--- src/rtl/conv3x3_multi.sv ---
// Streaming 3x3 Scharr gradient / magnitude / passthrough filter with per-frame mode
// and a per-frame saturated-pixel counter. Three-stage pipeline with valid/ready backpressure.

module conv3x3_lane #(
  parameter int CH_BITS   = 4,
  parameter int OUT_SHIFT = 4,
  parameter int ACC_BITS  = 16
) (
  input  logic                        clk,
  input  logic                        reset,
  input  logic                        advance,
  input  logic [8:0][CH_BITS-1:0]     win,
  input  logic [1:0]                  mode,
  output logic [CH_BITS-1:0]          chan,
  output logic                        sat
);
  typedef enum logic [1:0] {GX, GY, MAG, PASS} mode_e;

  localparam int CW = CH_BITS + OUT_SHIFT;
  localparam int C = 8, L = 7, R = 6, U = 5, D = 4, UL = 3, UR = 2, DL = 1, DR = 0;
  localparam logic signed [ACC_BITS-1:0] K3   = ACC_BITS'(3);
  localparam logic signed [ACC_BITS-1:0] K10  = ACC_BITS'(10);
  localparam logic signed [ACC_BITS-1:0] MAXV = ACC_BITS'((1 << CW) - 1);

  logic signed [ACC_BITS-1:0] px [9];
  logic signed [ACC_BITS-1:0] gx, gy, ax, ay, acc, acc_q;
  logic [CH_BITS-1:0]         chan_d;

  always_comb begin
    for (int k = 0; k < 9; k++) px[k] = $signed({{(ACC_BITS-CH_BITS){1'b0}}, win[k]});
    gx  = K3 * (px[UR] - px[UL]) + K10 * (px[R] - px[L]) + K3 * (px[DR] - px[DL]);
    gy  = K3 * (px[DL] - px[UL]) + K10 * (px[D] - px[U]) + K3 * (px[DR] - px[UR]);
    ax  = gx[ACC_BITS-1] ? -gx : gx;
    ay  = gy[ACC_BITS-1] ? -gy : gy;
    acc = gx;
    case (mode_e'(mode))
      GX:   acc = gx;
      GY:   acc = gy;
      MAG:  acc = ax + ay;
      PASS: acc = px[C] <<< OUT_SHIFT;
      default: acc = gx;
    endcase
  end

  // Clamp to [0, MAX] and keep the top CH_BITS of the CW-bit clamped value.
  always_comb begin
    chan_d = acc_q[CW-1:OUT_SHIFT];
    if (acc_q[ACC_BITS-1])  chan_d = '0;
    else if (acc_q > MAXV)  chan_d = '1;
  end

  always_ff @(posedge clk) begin
    if (!reset) begin
      acc_q <= '0;
      chan  <= '0;
      sat   <= 1'b0;
    end else if (advance) begin
      acc_q <= acc;
      chan  <= chan_d;
      sat   <= acc_q > MAXV;
    end
  end
endmodule

module conv3x3_multi #(
  parameter int CH_BITS   = 4,
  parameter int NUM_CH    = 3,
  parameter int OUT_SHIFT = 4,
  parameter int ACC_BITS  = 16,
  parameter int CNT_BITS  = 20
) (
  input  logic                          clk,
  input  logic                          reset,
  input  logic                          in_valid,
  output logic                          in_ready,
  input  logic                          in_sof,
  input  logic [1:0]                    mode,
  input  logic [9*NUM_CH*CH_BITS-1:0]   color_data,
  output logic                          out_valid,
  input  logic                          out_ready,
  output logic                          out_sof,
  output logic [NUM_CH*CH_BITS-1:0]     filter_rgb_out,
  output logic [CNT_BITS-1:0]           sat_count
);
  localparam int PW     = NUM_CH * CH_BITS;
  localparam int STAGES = 3;

  logic [STAGES:1]                      vld_pipe;
  logic                                 advance, accept, xfer;
  logic [1:0]                           mode_q, mode_eff, s1_mode;
  logic [9*PW-1:0]                      s1_win;
  logic                                 s1_sof, s2_sof;
  logic [NUM_CH-1:0][8:0][CH_BITS-1:0]  lane_win;
  logic [NUM_CH-1:0][CH_BITS-1:0]       lane_chan;
  logic [NUM_CH-1:0]                    lane_sat;
  logic [CNT_BITS-1:0]                  run_cnt;
  logic                                 have_frame;

  assign advance        = !vld_pipe[STAGES] | out_ready;
  assign in_ready       = advance;
  assign accept         = in_valid & advance;
  assign out_valid      = vld_pipe[STAGES];
  assign xfer           = out_valid & out_ready;
  assign mode_eff       = in_sof ? mode : mode_q;
  assign filter_rgb_out = lane_chan;

  always_ff @(posedge clk) begin
    if (!reset) begin
      vld_pipe <= '0;
      mode_q   <= 2'd0;
      s1_win   <= '0;
      s1_sof   <= 1'b0;
      s1_mode  <= 2'd0;
      s2_sof   <= 1'b0;
      out_sof  <= 1'b0;
    end else begin
      if (accept && in_sof) mode_q <= mode;
      if (advance) begin
        vld_pipe <= {vld_pipe[STAGES-1:1], in_valid};
        s1_win   <= color_data;
        s1_sof   <= in_sof & in_valid;
        s1_mode  <= mode_eff;
        s2_sof   <= s1_sof;
        out_sof  <= s2_sof;
      end
    end
  end

  for (genvar g = 0; g < NUM_CH; g++) begin : g_lane
    for (genvar k = 0; k < 9; k++) begin : g_tap
      assign lane_win[g][k] = s1_win[k*PW + g*CH_BITS +: CH_BITS];
    end
    conv3x3_lane #(
      .CH_BITS(CH_BITS), .OUT_SHIFT(OUT_SHIFT), .ACC_BITS(ACC_BITS)
    ) u_lane (
      .clk(clk), .reset(reset), .advance(advance),
      .win(lane_win[g]), .mode(s1_mode),
      .chan(lane_chan[g]), .sat(lane_sat[g])
    );
  end

  // The first sof after reset has no completed frame behind it, so sat_count is left alone.
  always_ff @(posedge clk) begin
    if (!reset) begin
      sat_count  <= '0;
      run_cnt    <= '0;
      have_frame <= 1'b0;
    end else if (xfer) begin
      if (out_sof) begin
        if (have_frame) sat_count <= run_cnt;
        run_cnt    <= CNT_BITS'(|lane_sat);
        have_frame <= 1'b1;
      end else if (run_cnt != '1) begin
        run_cnt <= run_cnt + CNT_BITS'(|lane_sat);
      end
    end
  end
endmodule

--- config.mk ---
export PLATFORM = sky130hd
export DESIGN_NAME = conv3x3_multi
export DESIGN_NICKNAME = d
export VERILOG_FILES = /design/src/rtl/conv3x3_multi.sv
export SDC_FILE = /design/constraint.sdc
export NUM_CORES = 1
export LEC_CHECK = 0
export ABC_AREA = 1
export BUFFER_PORTS_ARGS = -buffer_cell sky130_fd_sc_hd__clkbuf_2
export CELL_PAD_IN_SITES_DETAIL_PLACEMENT = 0
export CELL_PAD_IN_SITES_GLOBAL_PLACEMENT = 1
export CORE_MARGIN = 4
export CORE_UTILIZATION = 46
export DETAILED_ROUTE_END_ITERATION = 8
export PLACE_DENSITY = 0.92
export SLEW_MARGIN = 15
export SYNTH_ARGS = -nofsm -noshare
export SYNTH_HDL_FRONTEND = slang
export SYNTH_SLANG_ARGS = --single-unit
export TNS_END_PERCENT = 30
--- constraint.sdc ---
create_clock -name clk -period 8.6 [get_ports clk]
set_input_delay 1.72 -clock clk [delete_from_list [all_inputs] [get_ports clk]]
set_output_delay 1.72 -clock clk [all_outputs]
set_load 0.02 [all_outputs]
* Word level (Yosys, flattened, before mapping) *
Cells that the tools add are included.

storage, ports and cells
  register bits after elaboration = 222
  latch bits = 0
  bits in writable memories = 0
  memory bits (read-only) = 0
  memories = 0

cells by class
  add/sub/neg operators = 40
  multipliers = 18
  div/mod/pow operators = 0
  $lt $le $gt $ge = 3
  eq/ne operators = 4
  shifts and indexed selects = 0
  multiplexer cells = 18
  bitwise gates (word level) = 4
  reductions and logical operators = 8

operator list
  operator                                              number
  adder 16 bit                                          15
  multiplier 3 x 16 -> 16 bit (first input constant)    12
  case mux 16 bit (4 select lines)                      3
  multiplier 4 x 16 -> 15 bit (first input constant)    6
  2-to-1 mux 16 bit                                     6
  negator 16 bit                                        6
  subtractor 4 x 4 -> 5 bit                             18
  > comparator 16 x 9 -> 1 bit (second input constant)  3
  2-to-1 mux 20 bit                                     2
  2-to-1 mux 4 bit                                      6
  adder 20 x 1 -> 20 bit                                1
  inequality test 20 bit (second input constant)        1
  equality test 2 bit (second input constant)           2
  AND reduction 2 bit                                   2
  bitwise AND 1 bit                                     3
  AND reduction 3 bit                                   1
  OR reduction 3 bit                                    1
  equality test 2 x 1 -> 1 bit (second input constant)  1
  zero test 2 bit                                       1
  2-to-1 mux 2 bit                                      1
  nonzero test 2 bit                                    1
  logical AND 1 bit                                     1
  zero test 1 bit                                       1
  OR 1 bit                                              1

* Longest topological paths before layout *
  depth in word-level cells = 8
  gate-level depth with buffers = 46
  mapped depth without buffers = 46

* Modules after synthesis *
A second synthesis with hierarchy kept.

unflattened totals
  cell total of the unflattened synthesis = 3376
  area, all modules = 22950.8 um2

by module, submodules not included
  module                           times used  cells each  area an instance (um2)
  conv3x3_multi                    1           796         6010.8
  conv3x3_lane (g_lane[1].u_lane)  1           866         5693.0
  conv3x3_lane (g_lane[0].u_lane)  1           867         5660.4
  conv3x3_lane (g_lane[2].u_lane)  1           847         5586.6

* Worst setup path before layout *
Ideal clock, no wire load.

  path type = register -> register
  from = reg s1_win[0]
  to = reg g_lane[0].u_lane.acc_q[10]
  setup time = 0.117 ns
  arrival time = 6.122 ns
  required time = 8.483 ns
  setup slack = 2.361 ns
  cell stages (with the launch flop) = 34
  path buffers = 1
  period minus slack after synthesis = 6.239 ns
  cell sequence = dfxtp_1 > inv_1 > ha_1 > inv_1 > fa_1 > a31oi_1 > ha_1 > fa_1 > fa_1 > inv_1 > fa_1 > inv_1 > ha_1 > a21oi_1 > nand2_1 > nand2_1 > nand2_1 > a21oi_1 > nand2_1 > nand2_1 > buf_2 > o21ai_0 > fa_1 > nand2_1 > nand2_1 > a21oi_1 > o21ai_0 > a31oi_1 > nand2_1 > nand2_1 > xor2_1 > o22ai_1 > nor3_1 > nor2_1

on the way
  word-level cells in the longest chain between the ends = 7
  elaborated cells on any way between the ends = 12
  those cells by class = add/sub (7); mul (2); mux (3)

RTL lines
  element                                         line    source
  from (decl)                                     91      logic [9*PW-1:0] s1_win;
  from (signal assigned)                          120     s1_win <= color_data;
  subtractor 4 x 4 -> 5 bit (on tied branches)    31, 32
  multiplier 3 x 16 -> 16 bit (on tied branches)  31, 32
  adder 16 bit (on tied branches)                 31, 32
  negator 16 bit (on tied branches)               33, 34
  2-to-1 mux 16 bit (on tied branches)            33, 34
  adder 16 bit                                    39      MAG: acc = ax + ay;
  case mux 16 bit (4 select lines) (*)            36      case (mode_e'(mode))
  to (signal assigned)                            54      acc_q <= '0;
  to (signal assigned)                            58      acc_q <= acc;
  to (decl)                                       26      logic signed [ACC_BITS-1:0] gx, gy, ax, ay, acc, acc_q;

Every way passes the cells marked *; elsewhere a longest branch is shown, timed or not.
A chain may end at the register's enable or synchronous reset.

* Final worst setup path *
  from = reg s1_win[36]
  to = reg g_lane[0].u_lane.acc_q[10]

on the way
  word-level cells in the longest chain between the ends = 8
  elaborated cells on any way between the ends = 14
  those cells by class = add/sub (9); mul (2); mux (3)

RTL lines
  element                                         line
  subtractor 4 x 4 -> 5 bit (on tied branches)    31, 32
  multiplier 3 x 16 -> 16 bit (on tied branches)  31, 32
  adder 16 bit (on tied branches) (2 in a row)    31, 32
  negator 16 bit (on tied branches)               33, 34
  2-to-1 mux 16 bit (on tied branches)            33, 34
  adder 16 bit                                    39
  case mux 16 bit (4 select lines) (*)            36

Marks and branches as above.

==> run_results.csv <==
group,metric,value,unit
run_status,status,"finished clean",
synth,syn_avg_cell_area,6.71,um2
placement,gp_congestion,0.932,
worst_setup_path,worstSetupPathType,"reg2reg",
grt,busiest_layer,"met2",
timing,finalSetupTns,0,ns
floorplan,initial_core_util,46.5,%
worst_setup_path,r2r-end,"g_lane[0].u_lane.acc_q[10]",
grt,grt_pass1_wl,111,mm
timing,fmax,141,MHz
worst_setup_path,slowest_delay,0.56,ns
synth,netlist_area,25000,um2
floorplan,die_y,241,um
timing,setup_viol,0,
cts,cts_hold_buf,0,
synth,syn_inst,3731,
grt,grt-ovfl-total,0,
grt,grt_max_degree,196,
placement,numPortBuffers,149,
synth,synth_xor_xnor_area_share,6.11,%
cts,cts_root_buf,"clkbuf_16",
worst_setup_path,ff2ff_path_depth,37,
grt,grt_antenna_before_repair,0,
synth,synth_area_leaders,"ha_1, dfxtp_1, nand2_1",
layout,area_growth_syn_to_layout,9.06,%
placement,placedCellCount,4496,
worst_setup_path,crit_start,"s1_win[36]",
cts,cts_tree,"done",
timing,max-slew-margin-rel,29.2,%
cts,clk_pin_slew,0.06,ns
worst_setup_path,critical_path.top_delay_family,"adder cells",
timing,grt_setup_unrepaired,"false",
worst_hold_path,min_path_type,"reg2reg",
synth,synthMuxAreaShare,0,%
synth,synth_edf_count,0,
worst_setup_path,crit_slowest_cell,"fa_1",
grt,met2_usage,43.0,%
detailed_routing,ant_nets,0,
layout,final_nets,4436,
detailed_routing,drt_iter0_drc,973,
timing,min_period,7.10,ns
grt,met3_usage,2.15,%
worst_setup_path,crit_top_cell,"nand2_1",
synth,yosysWarnings,0,
detailed_routing,dr.pass1.iters,5,
synth,async_flop_share,0,%
synth,synth_top_family_by_area,"adder cells",
synth,yosys_most_used_dff,"dfxtp_1",
layout,final_common_cell,"nand2_1",
layout,drive_gt1_share,6.21,%
synth,ys_ff_latch,210,
timing,maxSlewViolCount,0,
flow_run,cap_violations,0,
worst_setup_path,cp.buffers_inverters,6,
timing,timing.final.ws_setup,1.50,ns
cts,cts_setup_buffers,0,
worst_setup_path,cp.depth,37,
timing,finalHoldViolCount,0,
worst_setup_path,reg2reg_slack,1.50,ns
synth,yosys.area_share.adder,27.7,%
detailed_routing,drt_wl_total,67.3,mm
detailed_routing,via_count,23200,
synth,synth_area_leader_cell,"ha_1",
synth,ys_seq_area_share,16.8,%
layout,mostFrequentLayoutCells,"nand2_1, inv_1, ha_1",
grt,use_met1,28.0,%
floorplan,die_area,58200,um2
detailed_routing,wl_per_cell,14.8,um
cts,cts_buffers,27,
worst_setup_path,worstPathArrival,7.56,ns
timing,hold_slack,0.462,ns
synth,synth.distinct_cells,52,
layout,antenna_cells,0,
timing,worst_pin_slew,1.06,ns
worst_setup_path,path_max_fanout,12,
floorplan,die_width,241,um
worst_setup_path,end_kind,"flop",
worst_setup_path,reg2reg_from,"s1_win[36]",
grt,grt_pass1_vias,22900,
detailed_routing,drc,0,
cts,ctsHtreeMaxLevel,1,
placement,post-dp-hpwl,54.9,mm
layout,fin_cells,4546,
timing,fin_worst_skew,0.0116,ns
worst_setup_path,cp-start-kind,"flop",
worst_setup_path,crit_required,9.06,ns
cts,post_cts_resized,0,
timing,timing.final.crit_share,82.5,%
worst_setup_path,crit_end,"g_lane[0].u_lane.acc_q[10]",
grt,grt_use_total,23.1,%
floorplan,rows,85,
synth,synth-simple-area-share,24.4,%
synth,synth_compound_area_share,13.2,%
detailed_routing,viasPerCell,5.11,
layout,nFillCells,5549,
cts,clockBufferDepth,3,
synth,syn_nets,4338,
placement,pre_cts_slack,1.52,ns
floorplan,core-area,53800,um2
cts,clk_latency,0.58,ns
cts,cts.sinks,210,
floorplan,pin_count,150,
synth,synth_top_area_share,19.3,%
## tightest hold or removal path: stages (launching register included)
cell     delay [ns]
dfxtp_1        0.29
inv_1          0.06
a21oi_1        0.06
## sequential cells by signal (all words and copies together) (netlist names)
| name | count |
|---|---|
| s1_win | 108 |
| mode_q | 2 |
| s1_mode | 2 |
| sat_count | 20 |
| g_lane.u_lane.sat | 3 |
| have_frame | 1 |
| g_lane.u_lane.chan | 12 |
| out_sof | 1 |
| s1_sof | 1 |
| run_cnt | 20 |
| s2_sof | 1 |
| g_lane.u_lane.acc_q | 36 |
| vld_pipe | 3 |
## logic make-up after synthesis
group                      Yosys count
DFF                                210
AOI/OAI and AO/OA                  608
adders and majority gates          492
buffers and inverters              780
xor gates and xnor gates           173
and+or+nand+nor                   1468
## synthesized netlist by cell type, types with 2 or more instances
| master | count |
|---|---|
| a21boi_0 | 2 |
| a21o_1 | 15 |
| a21oi_1 | 268 |
| a31o_2 | 2 |
| a31oi_1 | 41 |
| a41oi_1 | 10 |
| and2_1 | 3 |
| buf_2 | 8 |
| buf_4 | 2 |
| buf_6 | 2 |
| clkbuf_1 | 72 |
| dfxtp_1 | 210 |
| fa_1 | 105 |
| ha_1 | 387 |
| inv_1 | 687 |
| inv_2 | 6 |
| nand2_1 | 818 |
| nand2_2 | 10 |
| nand3_1 | 190 |
| nand3_2 | 3 |
| nand3b_1 | 20 |
| nand4_1 | 32 |
| nor2_1 | 325 |
| nor2_2 | 2 |
| nor3_1 | 38 |
| nor3b_1 | 2 |
| nor4_1 | 13 |
| o2111ai_1 | 2 |
| o211ai_1 | 4 |
| o21a_1 | 5 |
| o21ai_0 | 230 |
| o21ai_1 | 2 |
| o21bai_1 | 6 |
| o221ai_1 | 8 |
| o22ai_1 | 5 |
| o31ai_1 | 4 |
| or2_2 | 7 |
| xnor2_1 | 21 |
| xor2_1 | 150 |
| xor2_2 | 2 |
## cell type report
type                            count  area (um2)  share of cell area, %
Sequential cell                   210        4200                   15.4
Multi-Input combinational cell   2741       17900                   65.5
Inverter                          694        2610                   9.55
Clock buffer                       41         788                   2.89
Tap cell                          696         871                   3.19
Clock inverter                      9         146                  0.536
Timing Repair Buffer              155         806                   2.95
## per-stage QoR
step	cell area, um2	utilization, %
finish	27300	50.7
global route	27300	50.7
CTS	27300	50.7
detailed placement	26400	49.0
global placement	26400	49.0
floorplan	25000	-
## how the worst min path moves through the flow
| stage | depth (start not counted) | end | slack, ns | from |
|---|---|---|---|---|
| detailed placement | 2 | mode_q[1] | 0.45 | mode_q[1] |
| floorplan | 2 | vld_pipe[2] | 0.43 | vld_pipe[2] |
| global route | 2 | s1_win[66] | 0.49 | s1_win[66] |
| global placement | 2 | vld_pipe[2] | 0.45 | vld_pipe[2] |
| finish | 2 | s1_win[67] | 0.46 | s1_win[67] |
| CTS | 2 | mode_q[1] | 0.46 | mode_q[1] |
## routing by layer
layer / vias to the layer above / routed length [um]
li1: 12100 / -
met1: 10600 / 29200
met2: 363 / 33600
met3: 120 / 1940
met4: 0 / 2590
met5: - / 0
Power is left out: the tool's default activity adds up to more than one toggle a clock period on the data nets, which glitch-free logic cannot reach.
